### config.mk
export PLATFORM = sky130hd
export DESIGN_NAME = ndsource
export DESIGN_NICKNAME = d
export VERILOG_FILES = /design/src/rtl/ndsource.sv
export SDC_FILE = /design/constraint.sdc
export NUM_CORES = 1
export LEC_CHECK = 0
export ABC_AREA = 1
export BUFFER_PORTS_ARGS = -buffer_cell sky130_fd_sc_hd__buf_2
export CAP_MARGIN = 20
export CELL_PAD_IN_SITES_DETAIL_PLACEMENT = 1
export CELL_PAD_IN_SITES_GLOBAL_PLACEMENT = 1
export CORE_MARGIN = 2
export CORE_UTILIZATION = 38
export CTS_CLUSTER_SIZE = 8
export DETAILED_ROUTE_END_ITERATION = 10
export HOLD_SLACK_MARGIN = 0.05
export PLACE_DENSITY_LB_ADDON = 0.1
export REMOVE_ABC_BUFFERS = 1
export SLEW_MARGIN = 0
export SYNTH_ARGS = -nofsm -noshare
export SYNTH_HDL_FRONTEND = slang
export SYNTH_SLANG_ARGS = --single-unit
### constraint.sdc
create_clock -name clk -period 3.45 [get_ports clk]
set_input_delay 0.345 -clock clk [delete_from_list [all_inputs] [get_ports clk]]
set_output_delay 0.345 -clock clk [all_outputs]
set_load 0.01 [all_outputs]
### src/rtl/ndsource.sv
// ndsource: non-deterministic token producer driving the producer end of a
// valid/ready channel. nd_start/nd_data are free choice inputs; the optional
// token budget (MAX_TOKENS) bounds the total number of transfers.
//
// Handshake: a transfer happens in any cycle with outs_valid && outs_ready.
// Once outs_valid is high, outs_valid and outs hold until that transfer.
// outs_ready while outs_valid is low has no effect.
module ndsource #(
  parameter int DATA_TYPE   = 32,
  parameter int MAX_TOKENS  = 0,
  parameter int COUNT_WIDTH = 8
) (
  input  logic                   clk,
  input  logic                   rst,
  input  logic                   nd_start,
  input  logic [DATA_TYPE-1:0]   nd_data,
  output logic [DATA_TYPE-1:0]   outs,
  output logic                   outs_valid,
  input  logic                   outs_ready,
  output logic [COUNT_WIDTH-1:0] token_count,
  output logic                   done
);

  typedef enum logic [1:0] {
    IDLE  = 2'd0,
    OFFER = 2'd1,
    DONE  = 2'd2
  } state_t;

  localparam bit                     LIMITED = (MAX_TOKENS != 0);
  localparam logic [COUNT_WIDTH-1:0] BUDGET  = COUNT_WIDTH'(MAX_TOKENS);
  localparam logic [COUNT_WIDTH-1:0] CNT_MAX = '1;

  state_t                 state_q, state_d;
  logic [DATA_TYPE-1:0]   outs_q, outs_d;
  logic [COUNT_WIDTH-1:0] cnt_q, cnt_d;
  logic [COUNT_WIDTH-1:0] cnt_inc;

  // Saturating increment: the counter never wraps in unlimited mode.
  assign cnt_inc = (cnt_q == CNT_MAX) ? cnt_q : cnt_q + COUNT_WIDTH'(1);

  // State, payload and counter registers; reset discards any pending token.
  always_ff @(posedge clk or negedge rst) begin
    if (!rst) begin
      state_q <= IDLE;
      outs_q  <= '0;
      cnt_q   <= '0;
    end else begin
      state_q <= state_d;
      outs_q  <= outs_d;
      cnt_q   <= cnt_d;
    end
  end

  // Next-state logic: choice points only in IDLE and on a completed transfer.
  always_comb begin
    state_d = state_q;
    outs_d  = outs_q;
    cnt_d   = cnt_q;
    case (state_q)
      IDLE: begin
        if (LIMITED && cnt_q == BUDGET) begin
          state_d = DONE;
        end else if (nd_start) begin
          outs_d  = nd_data;
          state_d = OFFER;
        end
      end
      OFFER: begin
        // Without outs_ready the offer persists untouched.
        if (outs_ready) begin
          cnt_d = cnt_inc;
          if (LIMITED && cnt_inc == BUDGET) begin
            state_d = DONE;
          end else if (nd_start) begin
            outs_d  = nd_data;
            state_d = OFFER;
          end else begin
            state_d = IDLE;
          end
        end
      end
      DONE: begin
        state_d = DONE;
      end
      default: begin
        state_d = IDLE;
      end
    endcase
  end

  // Outputs decode registered state only; no input reaches them combinationally.
  assign outs        = outs_q;
  assign outs_valid  = (state_q == OFFER);
  assign done        = (state_q == DONE);
  assign token_count = cnt_q;

endmodule

==> summary.txt, run 1 <==
Finish
  • Fin nets: 328
  • Commonest non-fill, non-tap cell in the layout: buf_2
  • Post-layout util: 48.7%
  • Antenna Cells: 0
  • Final std cells w/o fill: 361
  • P&R area growth vs syn: 22.3%
  • Most frequent cells in the layout: buf_2, nand2_1, inv_1, dfrtp_1, o21ai_2
  • Layout cells sized above 1: 47.4%

Placed design
  • Inst Count DP: 354
  • Post-DP HPWL: 3170 um
  • GPL Wtd Cong: 0.738
  • Buffers on Ports: 77
  • Pre-CTS WS: 1.53 ns

Synthesis
  • Flops & latches, synth: 42
  • Seq/Total Area, Yosys: 51.3%
  • Synth warn: 0
  • Synth unique cells: 20
  • Mapped Cells: 214
  • Cell Area, Synth: 2050 um2
  • Mapped Avg Cell Area: 9.57 um2

Worst setup path
  • Worst path required time: 3.59 ns
  • R2R setup slack: 1.56 ns
  • Setup CP Type: register to register
  • CP max stage delay: 0.70 ns
  • Crit Path Max Fanout: 65
  • WP data arrival: 2.03 ns
  • Critical path launch point type: register
  • Cells along the critical path: inv_2 > nor2_8 > nand2_2 > nand3_4 > nand2_1 > o21ai_2
  • R2R depth: 6
  • Critical path's slowest cell: nand3_4
  • R2R Path Start: state_q[0]
  • Worst R2R End: outs[19]
  • CP endpoint kind: register

Clock network
  • CTS buffer count: 5
  • Clock net sink count: 42
  • H-tree Lvls: 2
  • Clk pin slew, worst setup/hold paths: 0.07 ns
  • Clock root cell: clkbuf_8
  • Clock Latency Late Sink: 0.28 ns
  • Longest Clk Path Bufs: 2
  • CTS tree: done
  • Cts hold-fix bufs: 0
  • Resize count post-CTS: 0
  • Post-CTS setup buffers: 0

STA
  • Tcrit/Tclk final: 54.8%
  • Relative slew slack: 33.7%
  • Final setup fails: 0
  • Final hold vios: 0
  • Fmax: 529 MHz
  • Unrepaired setup endpoints after global routing: no
  • Setup TNS: 0 ns
  • Fin crit period: 1.89 ns
  • Worst Skew: 0.00183 ns
  • Measured slew at the worst slew-check pin: 0.994 ns
  • Final hold slack: 0.200 ns
  • Final worst slack: 1.56 ns
  • Slew Viols, Final: 0

Worst hold path
  • Hold Crit Class: input pin to async pin

Floorplanning
  • Die height: 77.4 um
  • Core region area: 5140 um2
  • Top Ports: 78
  • Site row count: 26
  • Die W: 77.4 um
  • Initial Utilization: 39.8%
  • Area of the die: 5990 um2

Drt
  • Vias per inst: 4.39
  • Drt pass-1 iters: 4
  • Vias: 1586
  • Routed WL: 4240 um
  • Drt drc: 0
  • WL per Instance: 11.7 um
  • Post-route ant nets: 0
  • Initial DRC Count: 43

GRT
  • All-Layer GR Usage: 15.2%
  • Number of global-route vias before repair: 1633
  • Largest net degree at the start of global routing: 66
  • First-pass GRT wire length: 7310 um
  • Grt ovf: 0
  • Antenna violations before repair: 0

Power
  • VDD IR max: 0.240 mV
  • Pleak: 1.41 nW
  • Pwr Density: 498 nW/um2

Flow run
  • Max cap viols: 0

Run status
  • Status: completed
-- routing by layer --
layer	track usage (%)	part of all wire [%]	wire length [um]
met5	0	0	0
met3	4.88	6.4	273
met1	17.1	42	1770
met2	27.3	51	2160
met4	4.82	0.92	39
-- cells in the mapped netlist --
cell type	number	area (um2)
inv_1	42	158
buf_4	1	7.51
nand3_2	1	10.0
nand3b_1	1	7.51
nand2_1	44	165
buf_6	2	22.5
nor2_1	9	33.8
dfrtp_1	42	1050
o21ai_0	2	10.0
nand2_2	21	131
buf_8	2	30.0
ha_1	1	12.5
nand4_1	3	18.8
xnor2_1	1	8.76
o21ai_2	32	280
buf_12	2	40.0
nand3_1	4	20.0
inv_2	1	3.75
xor2_1	2	17.5
nor2_8	1	20.0
-- layout make-up --
cell class | count | area (um2)
clock buffers | 7 | 76.3
repair buffers | 77 | 385
flip-flops and latches | 42 | 1050
well taps | 70 | 87.6
multi-input cells | 122 | 743
inverters | 43 | 161
fillers | 671 | 2640
-- critical path: cells and delay by family (launching register included) --
family | cells | cell delay [ns]
AOI/OAI and AO/OA | 1 | 0.07
DFF | 1 | 0.41
and+or+nand+nor | 4 | 1.13
buffers and inverters | 1 | 0.10
-- cell families after synthesis --
| family | Yosys count | share of synthesized area (%) |
|---|---|---|
| buf+inv | 50 | 12.8 |
| xor+xnor | 3 | 1.28 |
| compound gates | 34 | 14.2 |
| simple gates | 84 | 19.9 |
| flops | 42 | 51.3 |
| fa+ha+maj | 1 | 0.611 |
-- state kept, by name (all words and copies together) (netlist names) --
signal	cells
token_count	8
state_q	2
outs	32
-- where the power goes --
group / switching [W] / leakage (nW) / internal, W
combinational: 0.000185 / 0.844 / 0.000138
sequential: 0.0000643 / 0.524 / 0.000567
clock: 0.000154 / 0.0383 / 0.000139
-- metrics by stage --
| step | power, W | instance area (um2) |
|---|---|---|
| after CTS | 0.00127 | 2500 |
| after floorplan | 0.000827 | 1950 |
| after detailed placement | 0.000973 | 2430 |
| after global placement | 0.000963 | 2430 |
| final | 0.00125 | 2500 |
| after global routing | 0.00133 | 2500 |
-- how the worst max path moves through the flow --
| stage | startpoint | endpoint | cells after the start |
|---|---|---|---|
| detailed placement | state_q[0] | outs[23] | 6 |
| CTS | state_q[0] | outs[23] | 6 |
| global placement | state_q[0] | outs[29] | 6 |
| finish | state_q[0] | outs[19] | 6 |
| floorplan | state_q[0] | outs[18] | 6 |
| global route | state_q[0] | outs[26] | 6 |
Note: power is estimated with default switching activity, not from simulation.
==> run 2: changes to the inputs <==
- CORE_UTILIZATION: 38 -> 32
- clock period: 3.45 -> 1.6 ns (I/O delays scaled with it)
==> run 2 against run 1 <==
Compared with the run above:
- critical path depth grew 2
- non-clock buffer count is 7 higher
- worst hold slack got worse by 0.094 ns
- critical endpoint is now token_count[3]
==> summary.txt, run 2 (synthesis gave the netlist of run 1 again) <==
Run status
  • Status: completed

Worst hold path
  • Min-delay src: nd_data[10]
  • WHS Path Cells: 3
  • Hold Crit Class: input pin to register
  • Worst Hold End: outs[10]

Finish
  • P&R area growth vs syn: 28.8%
  • Layout cells sized above 1: 49.2%
  • Register cell area after layout: 1050 um2
  • Finished Cell Area: 2640 um2
  • Most frequent cells in the layout: buf_2, nand2_1, inv_1, dfrtp_1, o21ai_2
  • Max reg flops: 32
  • Fill count: 776
  • Antenna Cells: 0
  • Multi-input gate area: 748 um2
  • Commonest non-fill, non-tap cell in the layout: buf_2
  • Fin nets: 335

STA
  • Worst Skew: 0.00568 ns
  • Slew Viols, Final: 0
  • Fmax: 686 MHz
  • Relative slew slack: 79.7%
  • Final setup fails: 0
  • Setup TNS: 0 ns
  • Tcrit/Tclk final: 91.1%
  • Measured slew at the worst slew-check pin: 0.303 ns
  • Unrepaired setup endpoints after global routing: no
  • Final hold vios: 0
  • Final worst slack: 0.142 ns
  • Fin crit period: 1.46 ns

Placed design
  • GPL Wtd Cong: 0.760
  • Post-DP HPWL: 3300 um
  • Placed Area: 2530 um2
  • Pre-CTS WS: 0.0678 ns
  • Buffers on Ports: 77

Drt
  • Drt pass-1 iters: 3
  • Initial DRC Count: 19
  • Vias: 1597
  • Vias per inst: 4.25
  • Post-route ant nets: 0
  • Routed WL: 4280 um
  • Drt drc: 0
  • WL per Instance: 11.4 um

Worst setup path
  • Setup CP Type: register to register
  • Worst R2R End: token_count[3]
  • Worst path required time: 1.83 ns
  • R2R depth: 8
  • CP endpoint kind: register
  • Crit Path Max Fanout: 5
  • R2R setup slack: 0.14 ns
  • WP data arrival: 1.69 ns
  • Worst Setup SP: token_count[0]
  • R2R Path Start: token_count[0]
  • Critical path launch point type: register

Power
  • VDD IR max: 0.465 mV
  • NetSw: 0.000883 W
  • Sequential share of power: 48.9%
  • Sw Ratio: 31.8%
  • Comb power frac: 26.4%
  • Pleak: 1.47 nW
  • Clk network pwr share: 24.8%
  • P_int: 0.00190 W
  • Pwr Density: 1050 nW/um2

Clock network
  • Clk pin slew, worst setup/hold paths: 0.08 ns
  • Clock Latency Late Sink: 0.29 ns
  • Clock root cell: clkbuf_8
  • Clock net sink count: 42
  • CTS buffer count: 5
  • CTS tree: done
  • Post-CTS setup buffers: 0
  • Longest Clk Path Bufs: 2
  • H-tree Lvls: 2

GRT
  • Grt ovf: 0
  • First-pass GRT wire length: 7220 um
  • Antenna violations before repair: 0
  • Number of global-route vias before repair: 1609
  • Largest net degree at the start of global routing: 43
  • All-Layer GR Usage: 12.7%

Floorplanning
  • Top Ports: 78
  • Site row count: 29
  • Area of the die: 7060 um2
  • Die height: 84.0 um
  • Core region area: 6280 um2
  • Die W: 84.0 um
  • Initial Utilization: 32.6%

Flow run
  • Max cap viols: 0
[run 2: what timing repair did]
action                     CTS  global route
resized for setup            0             1
hold endpoints to repair    42             0
setup endpoints to repair    0             6
hold buffers                 1             0
[run 2: worst max-delay path, stage by stage, from the launching register on]
cell and delay, ns:
dfrtp_1 0.44, ha_1 0.26, nand2_1 0.10, nor2_1 0.04, nand2_1 0.12, nand2_1 0.07
nor2_1 0.23, nand2_1 0.08, nand2_1 0.07
[run 2: layout make-up]
type	count	share of cell area [%]
Tap cell	77	3.65
Clock inverter	1	0.190
Clock buffer	7	3.27
Multi-Input combinational cell	122	28.4
Sequential cell	42	39.8
Inverter	43	6.12
Timing Repair Buffer	84	18.6
[run 2: worst max-delay path by stage]
stage	cells after the start	end	slack [ns]
finish	8	token_count[3]	0.14
global route	8	token_count[3]	0.006
CTS	7	token_count[2]	0.06
detailed placement	7	token_count[2]	0.07
global placement	7	token_count[2]	0.15
floorplan	6	outs[18]	-0.61
[run 2: power by group through the flow]
| stage | logic, W | clock network [W] | registers (W) |
|---|---|---|---|
| after floorplan | 0.000339 | 0 | 0.00144 |
| after global placement | 0.000738 | 0 | 0.00137 |
| after detailed placement | 0.000750 | 0 | 0.00138 |
| after CTS | 0.000754 | 0.000732 | 0.00136 |
| after global routing | 0.000817 | 0.000778 | 0.00139 |
| final | 0.000733 | 0.000689 | 0.00136 |
[run 2: metrics by stage]
step | cells | hold slack (ns) | utilization, % | total power, W
finish | 376 | 0.106 | 42.0 | 0.00278
global placement | 367 | 0.155 | 40.3 | 0.00211
global route | 376 | 0.0998 | 42.0 | 0.00298
floorplan | 207 | -0.136 | - | 0.00178
CTS | 376 | 0.0953 | 42.0 | 0.00285
detailed placement | 367 | 0.165 | 40.3 | 0.00213
[run 2: metal layers]
layer | vias to the layer above | wire [um] | GRT usage [%]
li1 | 811 | - | -
met1 | 744 | 1790 | 15.1
met2 | 38 | 2160 | 21.4
met3 | 4 | 288 | 4.75
met4 | 0 | 39 | 3.96
met5 | - | 0 | 0
